[config.mk]
export PLATFORM = sky130hd
export DESIGN_NAME = fetch_queue
export DESIGN_NICKNAME = d
export VERILOG_FILES = /design/src/rtl/cpu_pkg.sv /design/src/rtl/fq_storage.sv /design/src/rtl/fetch_queue.sv
export SDC_FILE = /design/constraint.sdc
export NUM_CORES = 1
export LEC_CHECK = 0
export ABC_AREA = 1
export CAP_MARGIN = 20
export CELL_PAD_IN_SITES_DETAIL_PLACEMENT = 0
export CELL_PAD_IN_SITES_GLOBAL_PLACEMENT = 1
export CORE_AREA = 2 2 162 164
export CTS_CLUSTER_SIZE = 24
export DETAILED_ROUTE_END_ITERATION = 8
export DIE_AREA = 0 0 164 166
export PLACE_DENSITY_LB_ADDON = 0.1
export SYNTH_ARGS = -nofsm -noshare
export SYNTH_HDL_FRONTEND = slang
export SYNTH_SLANG_ARGS = --single-unit
[constraint.sdc]
create_clock -name clk_i -period 10 [get_ports clk_i]
set_clock_uncertainty 0.15 [all_clocks]
set_input_delay 2 -clock clk_i [delete_from_list [all_inputs] [get_ports clk_i]]
set_output_delay 2 -clock clk_i [all_outputs]
set_load 0.05 [all_outputs]
[src/rtl/cpu_pkg.sv]
// cpu_pkg -- shared CPU-wide types and constants.
// Provides the datapath width, instruction width, sequential fetch increment
// and the fetch-entry record {pc, instr} used by the fetch queue.
package cpu_pkg;

    localparam int unsigned XLEN = 32'd32;
    localparam int unsigned ILEN = 32'd32;

    localparam logic [XLEN-1:0] FETCH_INC     = 32'h0000_0004;
    localparam logic [XLEN-1:0] PC_ALIGN_MASK = 32'hFFFF_FFFC;

    typedef struct packed {
        logic [XLEN-1:0] pc;
        logic [ILEN-1:0] instr;
    } fetch_entry_t;

    // Force a redirect target onto a word boundary.
    function automatic logic [XLEN-1:0] align_pc(input logic [XLEN-1:0] pc);
        return pc & PC_ALIGN_MASK;
    endfunction

    // Sequential successor; the 32-bit add wraps 0xFFFF_FFFC to 0x0.
    function automatic logic [XLEN-1:0] next_pc(input logic [XLEN-1:0] pc);
        return pc + FETCH_INC;
    endfunction

endpackage

[src/rtl/fq_storage.sv]
// fq_storage -- circular entry buffer for the fetch queue.
// Holds DEPTH fetch entries, the read/write pointers and the occupancy count.
// Pointers wrap naturally because DEPTH is a power of two. The caller is
// responsible for never writing when full without a simultaneous read and
// never reading when empty. Reset is synchronous, active-low.
module fq_storage
    import cpu_pkg::*;
#(
    parameter int DEPTH = 4
) (
    input  logic                     clk,
    input  logic                     rst_n,
    input  logic                     clear,
    input  logic                     wr_en,
    input  fetch_entry_t             wr_entry,
    input  logic                     rd_en,
    output fetch_entry_t             rd_entry,
    output logic [$clog2(DEPTH):0]   count
);

    localparam int PTR_W = $clog2(DEPTH);
    localparam int CNT_W = PTR_W + 1;

    logic [PTR_W-1:0] wr_ptr_r;
    logic [PTR_W-1:0] rd_ptr_r;
    logic [CNT_W-1:0] count_r;
    fetch_entry_t     mem_r [DEPTH];

    // Pointer and occupancy bookkeeping; reset and clear both empty the queue.
    always_ff @(posedge clk) begin
        if (!rst_n) begin
            wr_ptr_r <= {PTR_W{1'b0}};
            rd_ptr_r <= {PTR_W{1'b0}};
            count_r  <= {CNT_W{1'b0}};
        end else if (clear) begin
            wr_ptr_r <= {PTR_W{1'b0}};
            rd_ptr_r <= {PTR_W{1'b0}};
            count_r  <= {CNT_W{1'b0}};
        end else begin
            if (wr_en) begin
                wr_ptr_r <= wr_ptr_r + PTR_W'(1'b1);
            end else begin
                wr_ptr_r <= wr_ptr_r;
            end
            if (rd_en) begin
                rd_ptr_r <= rd_ptr_r + PTR_W'(1'b1);
            end else begin
                rd_ptr_r <= rd_ptr_r;
            end
            case ({wr_en, rd_en})
                2'b10:   count_r <= count_r + CNT_W'(1'b1);
                2'b01:   count_r <= count_r - CNT_W'(1'b1);
                default: count_r <= count_r;
            endcase
        end
    end

    // Entry array write; contents are never cleared, only pointers are.
    always_ff @(posedge clk) begin
        if (wr_en) begin
            mem_r[wr_ptr_r] <= wr_entry;
        end
    end

    // Head entry and occupancy presented to the controller.
    always_comb begin
        rd_entry = mem_r[rd_ptr_r];
        count    = count_r;
    end

endmodule

[src/rtl/fetch_queue.sv]
// fetch_queue -- instruction fetch front end with a small decoupling queue.
// Owns the fetch PC, issues combinational reads to instruction memory and
// pushes {pc, instr} into fq_storage; the head is offered to IF/ID.
// A flush (taken branch/jump) empties the queue and redirects fetch; it has
// priority over enqueue and dequeue. start_i is a synchronous active-low reset.
// Optional build macro: FETCH_QUEUE_BYPASS_EN -- when the queue is empty and
// the consumer is ready, the instruction being fetched is handed straight to
// the output in the same cycle without being stored.
module fetch_queue
    import cpu_pkg::*;
#(
    parameter int              DEPTH    = 4,
    parameter logic [XLEN-1:0] RESET_PC = 32'h0000_0000
) (
    input  logic                   clk_i,
    input  logic                   start_i,
    output logic [XLEN-1:0]        imem_addr_o,
    input  logic [ILEN-1:0]        imem_instr_i,
    input  logic                   flush_i,
    input  logic [XLEN-1:0]        redirect_pc_i,
    input  logic                   deq_ready_i,
    output logic                   deq_valid_o,
    output logic [XLEN-1:0]        deq_pc_o,
    output logic [ILEN-1:0]        deq_instr_o,
    output logic [$clog2(DEPTH):0] count_o
);

    localparam int CNT_W = $clog2(DEPTH) + 1;

    logic [XLEN-1:0]  fetch_pc_r;
    logic [CNT_W-1:0] count_s;
    fetch_entry_t     head_s;
    fetch_entry_t     wr_entry_s;
    logic             empty_s;
    logic             full_s;
    logic             stored_valid_s;
    logic             bypass_s;
    logic             deq_s;
    logic             enq_s;
    logic             advance_s;

    // Enqueue/dequeue/bypass decisions for this cycle.
    always_comb begin
        empty_s        = (count_s == {CNT_W{1'b0}});
        full_s         = (count_s == CNT_W'(DEPTH));
        stored_valid_s = !empty_s && !flush_i;
`ifdef FETCH_QUEUE_BYPASS_EN
        bypass_s       = start_i && empty_s && !flush_i && deq_ready_i;
`else
        bypass_s       = 1'b0;
`endif
        deq_s          = stored_valid_s && deq_ready_i;
        // Full-and-draining still accepts a new entry: the slot frees this edge.
        enq_s          = start_i && !flush_i && !bypass_s && (!full_s || deq_s);
        advance_s      = enq_s || bypass_s;
        wr_entry_s     = '{pc: fetch_pc_r, instr: imem_instr_i};
    end

    // Fetch PC: reset, redirect on flush, otherwise step only when the fetch is consumed.
    always_ff @(posedge clk_i) begin
        if (!start_i) begin
            fetch_pc_r <= RESET_PC;
        end else if (flush_i) begin
            fetch_pc_r <= align_pc(redirect_pc_i);
        end else if (advance_s) begin
            fetch_pc_r <= next_pc(fetch_pc_r);
        end else begin
            fetch_pc_r <= fetch_pc_r;
        end
    end

    fq_storage #(
        .DEPTH (DEPTH)
    ) u_storage (
        .clk      (clk_i),
        .rst_n    (start_i),
        .clear    (flush_i),
        .wr_en    (enq_s),
        .wr_entry (wr_entry_s),
        .rd_en    (deq_s),
        .rd_entry (head_s),
        .count    (count_s)
    );

    // Consumer-facing outputs: queue head, or the live fetch when bypassing.
    always_comb begin
        imem_addr_o = fetch_pc_r;
        count_o     = count_s;
`ifdef FETCH_QUEUE_BYPASS_EN
        if (bypass_s) begin
            deq_valid_o = 1'b1;
            deq_pc_o    = fetch_pc_r;
            deq_instr_o = imem_instr_i;
        end else begin
            deq_valid_o = stored_valid_s;
            deq_pc_o    = head_s.pc;
            deq_instr_o = head_s.instr;
        end
`else
        deq_valid_o = stored_valid_s;
        deq_pc_o    = head_s.pc;
        deq_instr_o = head_s.instr;
`endif
    end

endmodule

Word level (Yosys, flattened, before mapping)
Memory sizes are Yosys's and may differ from the RTL's. A register that Yosys moved wholly into a read port is not among the register bits.
Index checks and enable logic that the tools add are counted.
{"block": "word_totals", "ff_bits": 39, "mem_bits_rw": 256, "inputBits": 68, "output_inout_bits": 100, "wordCells": 34, "n_memories": 1}
{"name": "u_storage.mem_r", "words": 4, "width": 64, "rd": 1, "rd_ports_with_merged_regs": 1, "wr": 1, "line": "fq_storage.sv:27", "text": "fetch_entry_t mem_r [DEPTH];"}
{"block": "classes", "n_addsub": 5, "n_eq_ne": 3, "mux": 7, "bitwise_logic": 1, "n_reduce_logical": 12}
{"op": "$mux W32", "count": 2}
{"op": "$add A32 B3 Y32 const B", "count": 1}
{"op": "$pmux W3 S2", "count": 1}
{"op": "$add A2 B1 Y2 const B", "count": 2}
{"op": "$logic_and A1 B1 Y1", "count": 4}
{"op": "$mux W2", "count": 2}
{"op": "$reduce_bool A2 Y1", "count": 2}
{"op": "$add A3 B1 Y3 const B", "count": 1}
{"op": "$eq A3 B3 Y1 const B", "count": 1}
{"op": "$logic_not A1 Y1", "count": 3}
{"op": "$logic_not A3 Y1", "count": 1}
{"op": "$sub A3 B1 Y3 const B", "count": 1}
{"op": "$eq A2 B1 Y1 const B", "count": 1}
{"op": "$eq A2 B2 Y1 const B", "count": 1}
{"op": "$mux W1", "count": 2}
{"op": "$reduce_or A2 Y1", "count": 1}
{"op": "$logic_or A1 B1 Y1", "count": 1}
{"op": "$not A1 Y1", "count": 1}

Logic depth before layout (Yosys ltp)
{"block": "depth", "depth_word": 8, "depth_mapped": 13, "ltp_nobuf": 12}

Cells and area by module
Synthesis repeated with hierarchy kept, for this count alone.
{"block": "unflattened", "cells_unflattened": 1063, "hier_area_um2": 12199.2}
{"module": "fq_storage", "instances": 1, "cells_per_inst": 678, "area_per_inst_um2": 9939.5, "seq_area_each_um2": 7867.5}
{"module": "fetch_queue", "instances": 1, "cells_per_inst": 385, "area_per_inst_um2": 2259.7, "seq_area_each_um2": 600.6}

Worst setup path before layout
Ideal clock, no wire load.
{"block": "synth_timing", "kind": "input to register", "startpoint": "input flush_i", "endpoint": "memory u_storage.mem_r[0][0] (netlist bit), enable pin", "setup_ps": 482, "t_arrival_ps": 5106, "t_required_ps": 9368, "setup_slack_ps": 4262, "stages": 6, "n_path_buf": 1, "path_cell_list": "inv_2 nand3_2 nand3_2 nand2_2 buf_4 nor2_1"}
{"block": "synth_between", "elab_chain_cells": 7, "elab_cells_between_ends": 8, "cone_classes": "2 x mux; 6 x reduce/logical"}
{"element": "start, declared", "line": "fetch_queue.sv:19", "text": "input logic flush_i,"}
{"element": "$logic_not A1 Y1 (*)", "line": "fetch_queue.sv:46, fetch_queue.sv:54"}
{"element": "$logic_and A1 B1 Y1", "line": "fetch_queue.sv:46", "text": "stored_valid_s = !empty_s && !flush_i;"}
{"element": "$logic_and A1 B1 Y1", "line": "fetch_queue.sv:52", "text": "deq_s = stored_valid_s && deq_ready_i;"}
{"element": "$logic_or A1 B1 Y1", "line": "fetch_queue.sv:54", "text": "enq_s = start_i && !flush_i && !bypass_s && (!full_s || deq_s);"}
{"element": "$logic_and A1 B1 Y1 (*)", "line": "fetch_queue.sv:54"}
{"element": "$mux W1 (*)", "line": "fq_storage.sv:60", "text": "if (wr_en) begin"}
{"element": "$mux W1 (not written as such) (*)", "line": "fq_storage.sv:61", "text": "mem_r[wr_ptr_r] <= wr_entry;"}
{"element": "end, declared", "line": "fq_storage.sv:27"}
Mark *: on every way between the ends. The rest lies on a longest branch, timed or not.

Worst setup path after layout
{"block": "layout_timing", "startpoint": "input flush_i", "endpoint": "output deq_valid_o"}
{"block": "layout_between", "elab_chain_cells": 2}
{"element": "$logic_not A1 Y1", "line": "fetch_queue.sv:46"}
{"element": "$logic_and A1 B1 Y1", "line": "fetch_queue.sv:46"}
{"element": "end, declared", "line": "fetch_queue.sv:22", "text": "output logic deq_valid_o,"}
Every way passes these cells.

==> impl_results.html <==
<table>
<tr><th>Metric</th><th>Value</th></tr>
<tr><th colspan="2">Outcome</th></tr>
<tr><td>Result of the run</td><td>completed</td></tr>
<tr><th colspan="2">Finish</th></tr>
<tr><td>Filler instances</td><td>2158</td></tr>
<tr><td>Layout cell share with drive strength beyond 1</td><td>6.908%</td></tr>
<tr><td>Summed area of non-filler cells in the final layout</td><td>0.01467 mm²</td></tr>
<tr><td>Layout overhead on the synthesized area</td><td>24.40%</td></tr>
<tr><td>Final #Nets</td><td>1267</td></tr>
<tr><th colspan="2">Timing</th></tr>
<tr><td>Final period utilization</td><td>61.13%</td></tr>
<tr><td>Transition time of the tightest slew-check pin</td><td>0.9531 ns</td></tr>
<tr><td>Setup violations, final</td><td>0</td></tr>
<tr><td>Clock period minus worst slack</td><td>6.113 ns</td></tr>
<tr><td>Final slew viol count</td><td>0</td></tr>
<tr><td>Maximum clock rate</td><td>163.6 MHz</td></tr>
<tr><td>Final sum of negative setup slack</td><td>0 ns</td></tr>
<tr><td>Unrepaired setup endpoints after global routing</td><td>false</td></tr>
<tr><td>Final hold violation count</td><td>0</td></tr>
<tr><td>Worst slew margin relative to its limit</td><td>36.46%</td></tr>
<tr><th colspan="2">Critical path</th></tr>
<tr><td>Worst path max stage delay</td><td>0.84 ns</td></tr>
<tr><td>Crit-path cells</td><td>clkdlybuf4s50_1, a21oi_1, clkdlybuf4s50_1</td></tr>
<tr><td>Worst Path Arrival</td><td>3.96 ns</td></tr>
<tr><td>Cell with the largest stage delay on the worst path</td><td>sky130_fd_sc_hd__clkdlybuf4s50_1</td></tr>
<tr><td>CP Launch Type</td><td>input pin</td></tr>
<tr><td>Peak fanout along the critical path</td><td>21</td></tr>
<tr><td>Type of element capturing the critical path</td><td>output pin</td></tr>
<tr><td>Data required, critical path</td><td>7.85 ns</td></tr>
<tr><td>Cell repeated most along the worst path</td><td>sky130_fd_sc_hd__clkdlybuf4s50_1</td></tr>
<tr><td>Category of the critical setup timing path</td><td>in2out</td></tr>
<tr><th colspan="2">Synthesis</th></tr>
<tr><td>Count of different cell masters after synthesis</td><td>31</td></tr>
<tr><td>Portion of netlist area occupied by mux cells</td><td>0%</td></tr>
<tr><td>Most instantiated cells after synthesis</td><td>sky130_fd_sc_hd__edfxtp_1 (248), sky130_fd_sc_hd__nor2_1 (190), sky130_fd_sc_hd__o21ai_0 (162), sky130_fd_sc_hd__nand2_1 (123), sky130_fd_sc_hd__o22ai_1 (62)</td></tr>
<tr><td>Adder-cell share of the synthesized area</td><td>0.8064%</td></tr>
<tr><td>Post-synth EDFFs</td><td>248</td></tr>
<tr><td>Synth Register Bits</td><td>287</td></tr>
<tr><td>Main synth FF type</td><td>sky130_fd_sc_hd__edfxtp_1</td></tr>
<tr><td>Synthesized area per cell</td><td>11.28 µm²</td></tr>
<tr><td>Sequential area share after synthesis</td><td>69.77%</td></tr>
<tr><td>Synthesized-area fraction occupied by ao, oa, aoi and oai cells</td><td>11.56%</td></tr>
<tr><td>Most frequent cell after synthesis</td><td>sky130_fd_sc_hd__edfxtp_1</td></tr>
<tr><td>Post-synthesis cell type with the largest combined area</td><td>sky130_fd_sc_hd__edfxtp_1</td></tr>
<tr><td>Share of Yosys cell area claimed by the top area cell type</td><td>63.15%</td></tr>
<tr><td>Post-Synth XOR/XNOR Area</td><td>0.8170%</td></tr>
<tr><td>Simple logic cell fraction of the synthesized area</td><td>12.89%</td></tr>
<tr><td>Cell Area, Synth</td><td>0.01179 mm²</td></tr>
<tr><td>Cell types with the largest area share after synthesis</td><td>sky130_fd_sc_hd__edfxtp_1 (63%), sky130_fd_sc_hd__o21ai_0 (6.9%), sky130_fd_sc_hd__dfxtp_1 (6.6%)</td></tr>
<tr><td>Yosys warns</td><td>0</td></tr>
<tr><td>Fraction of registers with async set or reset after synthesis</td><td>0%</td></tr>
<tr><td>Combinational family with the most area after synthesis</td><td>simple AND/OR/NAND/NOR gates</td></tr>
<tr><td>Cells after Synth</td><td>1045</td></tr>
<tr><th colspan="2">Die</th></tr>
<tr><td>Die width</td><td>164 µm</td></tr>
<tr><td>Count of standard-cell rows</td><td>59</td></tr>
<tr><td>Die outline area</td><td>0.02722 mm²</td></tr>
<tr><td>Vertical die dimension</td><td>166 µm</td></tr>
<tr><td>Initial standard-cell utilization of the core</td><td>46.04%</td></tr>
<tr><td>Ports</td><td>168</td></tr>
<tr><td>Core Footprint</td><td>0.02562 mm²</td></tr>
<tr><th colspan="2">Clocking</th></tr>
<tr><td>Post-CTS setup buffer count</td><td>0</td></tr>
<tr><td>Clock network latency to the later pin of the worst-skew pair</td><td>0.54 ns</td></tr>
<tr><td>Clock slew at the register clock pins of the worst setup and hold paths</td><td>0.06 ns</td></tr>
<tr><td>Total CTS buffers</td><td>31</td></tr>
<tr><td>TritonCTS clock tree</td><td>done</td></tr>
<tr><td>TritonCTS Sinks</td><td>287</td></tr>
<tr><td>CTS Root Cell</td><td>sky130_fd_sc_hd__clkbuf_16</td></tr>
<tr><td>Hold-fix buffers, CTS</td><td>0</td></tr>
<tr><td>Max Root-Sink Buffers</td><td>3</td></tr>
<tr><td>H-tree Lvls</td><td>1</td></tr>
<tr><td>Post-cts gate resize count</td><td>0</td></tr>
<tr><th colspan="2">Pwr</th></tr>
<tr><td>Power density relative to cell area</td><td>185.0 mW/mm²</td></tr>
<tr><td>Leakage</td><td>5.035 nW</td></tr>
<tr><td>Part of the power in combinational logic</td><td>8.5%</td></tr>
<tr><td>VDD IR-drop max</td><td>0.1347 mV</td></tr>
<tr><td>Cell-internal power</td><td>0.002088 W</td></tr>
<tr><td>Part of the total power dissipated in the clock network</td><td>41.0%</td></tr>
<tr><td>Sequential group share of total power</td><td>50.5%</td></tr>
<tr><td>Switching power summed over all nets</td><td>0.0006255 W</td></tr>
<tr><td>Switching share of power</td><td>23.05%</td></tr>
<tr><th colspan="2">Detailed routing</th></tr>
<tr><td>Routed length per instance</td><td>17.17 µm</td></tr>
<tr><td>Number of nets with antenna violations after routing</td><td>0</td></tr>
<tr><td>Total Routed Length</td><td>26.65 mm</td></tr>
<tr><td>Detail Route met3 WL</td><td>1.135 mm</td></tr>
<tr><td>Detailed-router iteration count before antenna repair</td><td>4</td></tr>
<tr><td>Vias per cell</td><td>5.119</td></tr>
<tr><td>Number of violations reported at the end of detailed-routing iteration 0</td><td>473</td></tr>
<tr><td>Met2 layer wire length in the routed design</td><td>12.96 mm</td></tr>
<tr><td>Max Used Layer</td><td>met4</td></tr>
<tr><td>Total vias in the final route</td><td>7945</td></tr>
<tr><td>Final routed DRC violation total</td><td>0</td></tr>
<tr><td>Length of routed wiring on met1</td><td>12.00 mm</td></tr>
<tr><th colspan="2">Place</th></tr>
<tr><td>Sum of net half-perimeters after detailed placement</td><td>15.26 mm</td></tr>
<tr><td>Routability congestion estimate from global placement</td><td>0.7852</td></tr>
<tr><td>Placed Instance Area</td><td>0.01366 mm²</td></tr>
<tr><td>Count of input and output buffers</td><td>161</td></tr>
<tr><th colspan="2">Global routing</th></tr>
<tr><td>Overall track demand over capacity in global routing</td><td>19.37%</td></tr>
<tr><td>Antenna violations before repair</td><td>0</td></tr>
<tr><td>Global-route wire length before repair</td><td>41.32 mm</td></tr>
<tr><td>Remaining global-route overflow</td><td>0</td></tr>
<tr><td>Pin count of the biggest net entering global routing</td><td>95</td></tr>
<tr><td>Vias in the first global route</td><td>7728</td></tr>
<tr><th colspan="2">Min path</th></tr>
<tr><td>Min-Delay Path Class</td><td>reg2reg</td></tr>
<tr><th colspan="2">Flow run</th></tr>
<tr><td>Number of max-cap violations</td><td>0</td></tr>
</table>
-- critical path, delay by kind of cell --
kind,cells,cell delay (ns)
AO/OA/AOI/OAI,1,0.29
buffers and inverters,2,1.67
-- sequential cells by signal, indices dropped and copies added, names as in the netlist, named ones only --
| name | cells |
|---|---|
| u_storage.rd_ptr_r | 2 |
| imem_addr_o | 30 |
| u_storage.count | 3 |
| u_storage.wr_ptr_r | 2 |
| u_storage.mem_r | 248 |
-- logic make-up after synthesis --
family / after synthesis
compound gates: 255
xor+xnor: 11
fa+ha+maj: 7
buf+inv: 116
flops: 287
other cells: 1
simple gates: 368
-- stage by stage --
step                instances  total power (W)  setup WS (ns)  hold WS, ns  utilization [%]
finish                   1552         0.002714          3.887       0.3540            57.27
CTS                      1551         0.002740          3.853       0.3571            57.26
floorplan                1048         0.001529          4.262       0.3067                -
detailed placement       1494         0.001629          3.658       0.3293            53.34
global placement         1494         0.001627          3.679       0.3226            53.34
global route             1551         0.002803          3.727       0.4081            57.26
-- power by group through the flow --
stage | Combinational [W] | Sequential (W) | Clock (W)
2_1_floorplan | 0.000110 | 0.00142 | 0
3_3_place_gp | 0.000232 | 0.00140 | 0
3_5_place_dp | 0.000233 | 0.00140 | 0
4_1_cts | 0.000234 | 0.00137 | 0.00113
5_1_grt | 0.000247 | 0.00138 | 0.00118
6_report | 0.000231 | 0.00137 | 0.00111
-- area by class of cell --
cell class | count | area (µm²) | area share, %
Clock buffer | 36 | 794.5 | 5.416
Antenna cell | 1 | 2.502 | 0.01706
Multi-Input combinational cell | 645 | 3120 | 21.27
Timing Repair Buffer | 169 | 1672 | 11.39
Clock inverter | 21 | 210.2 | 1.433
Sequential cell | 287 | 8233 | 56.12
Inverter | 58 | 219.0 | 1.493
Tap cell | 335 | 419.2 | 2.857
-- metal layers --
layer  track usage (%)  vias up
li1                  -     3969
met4             4.882        0
met2             33.28      179
met1             26.05     3762
met3             2.572       35
met5                 0        -
-- layout by cell type (no fill, tap or decap), types with 5 or more instances in the layout --
cell type / n
sky130_fd_sc_hd__nand2_1: 123
sky130_fd_sc_hd__clkinv_1: 5
sky130_fd_sc_hd__edfxtp_1: 248
sky130_fd_sc_hd__clkinv_2: 9
sky130_fd_sc_hd__dfxtp_1: 37
sky130_fd_sc_hd__clkdlybuf4s50_1: 161
sky130_fd_sc_hd__xor2_1: 8
sky130_fd_sc_hd__inv_1: 53
sky130_fd_sc_hd__nand2_2: 5
sky130_fd_sc_hd__clkbuf_1: 5
sky130_fd_sc_hd__nor2_4: 11
sky130_fd_sc_hd__buf_4: 8
sky130_fd_sc_hd__clkbuf_16: 31
sky130_fd_sc_hd__nand3_1: 34
sky130_fd_sc_hd__o22ai_1: 62
sky130_fd_sc_hd__ha_1: 6
sky130_fd_sc_hd__a21oi_1: 26
sky130_fd_sc_hd__o21ai_0: 162
sky130_fd_sc_hd__nor2_1: 186
-- final timing paths --
check,to,from,slack (ns),cells past startpoint
setup / recovery,deq_valid_o,flush_i,3.89,3
hold / removal,flop,u_storage.rd_ptr_r[1],0.35,1
setup reg to reg,u_storage.mem_r[2][23],u_storage.count[2],6.97,7
hold reg to reg,flop,u_storage.rd_ptr_r[1],0.35,1
Power figures use the tool's default switching activity.
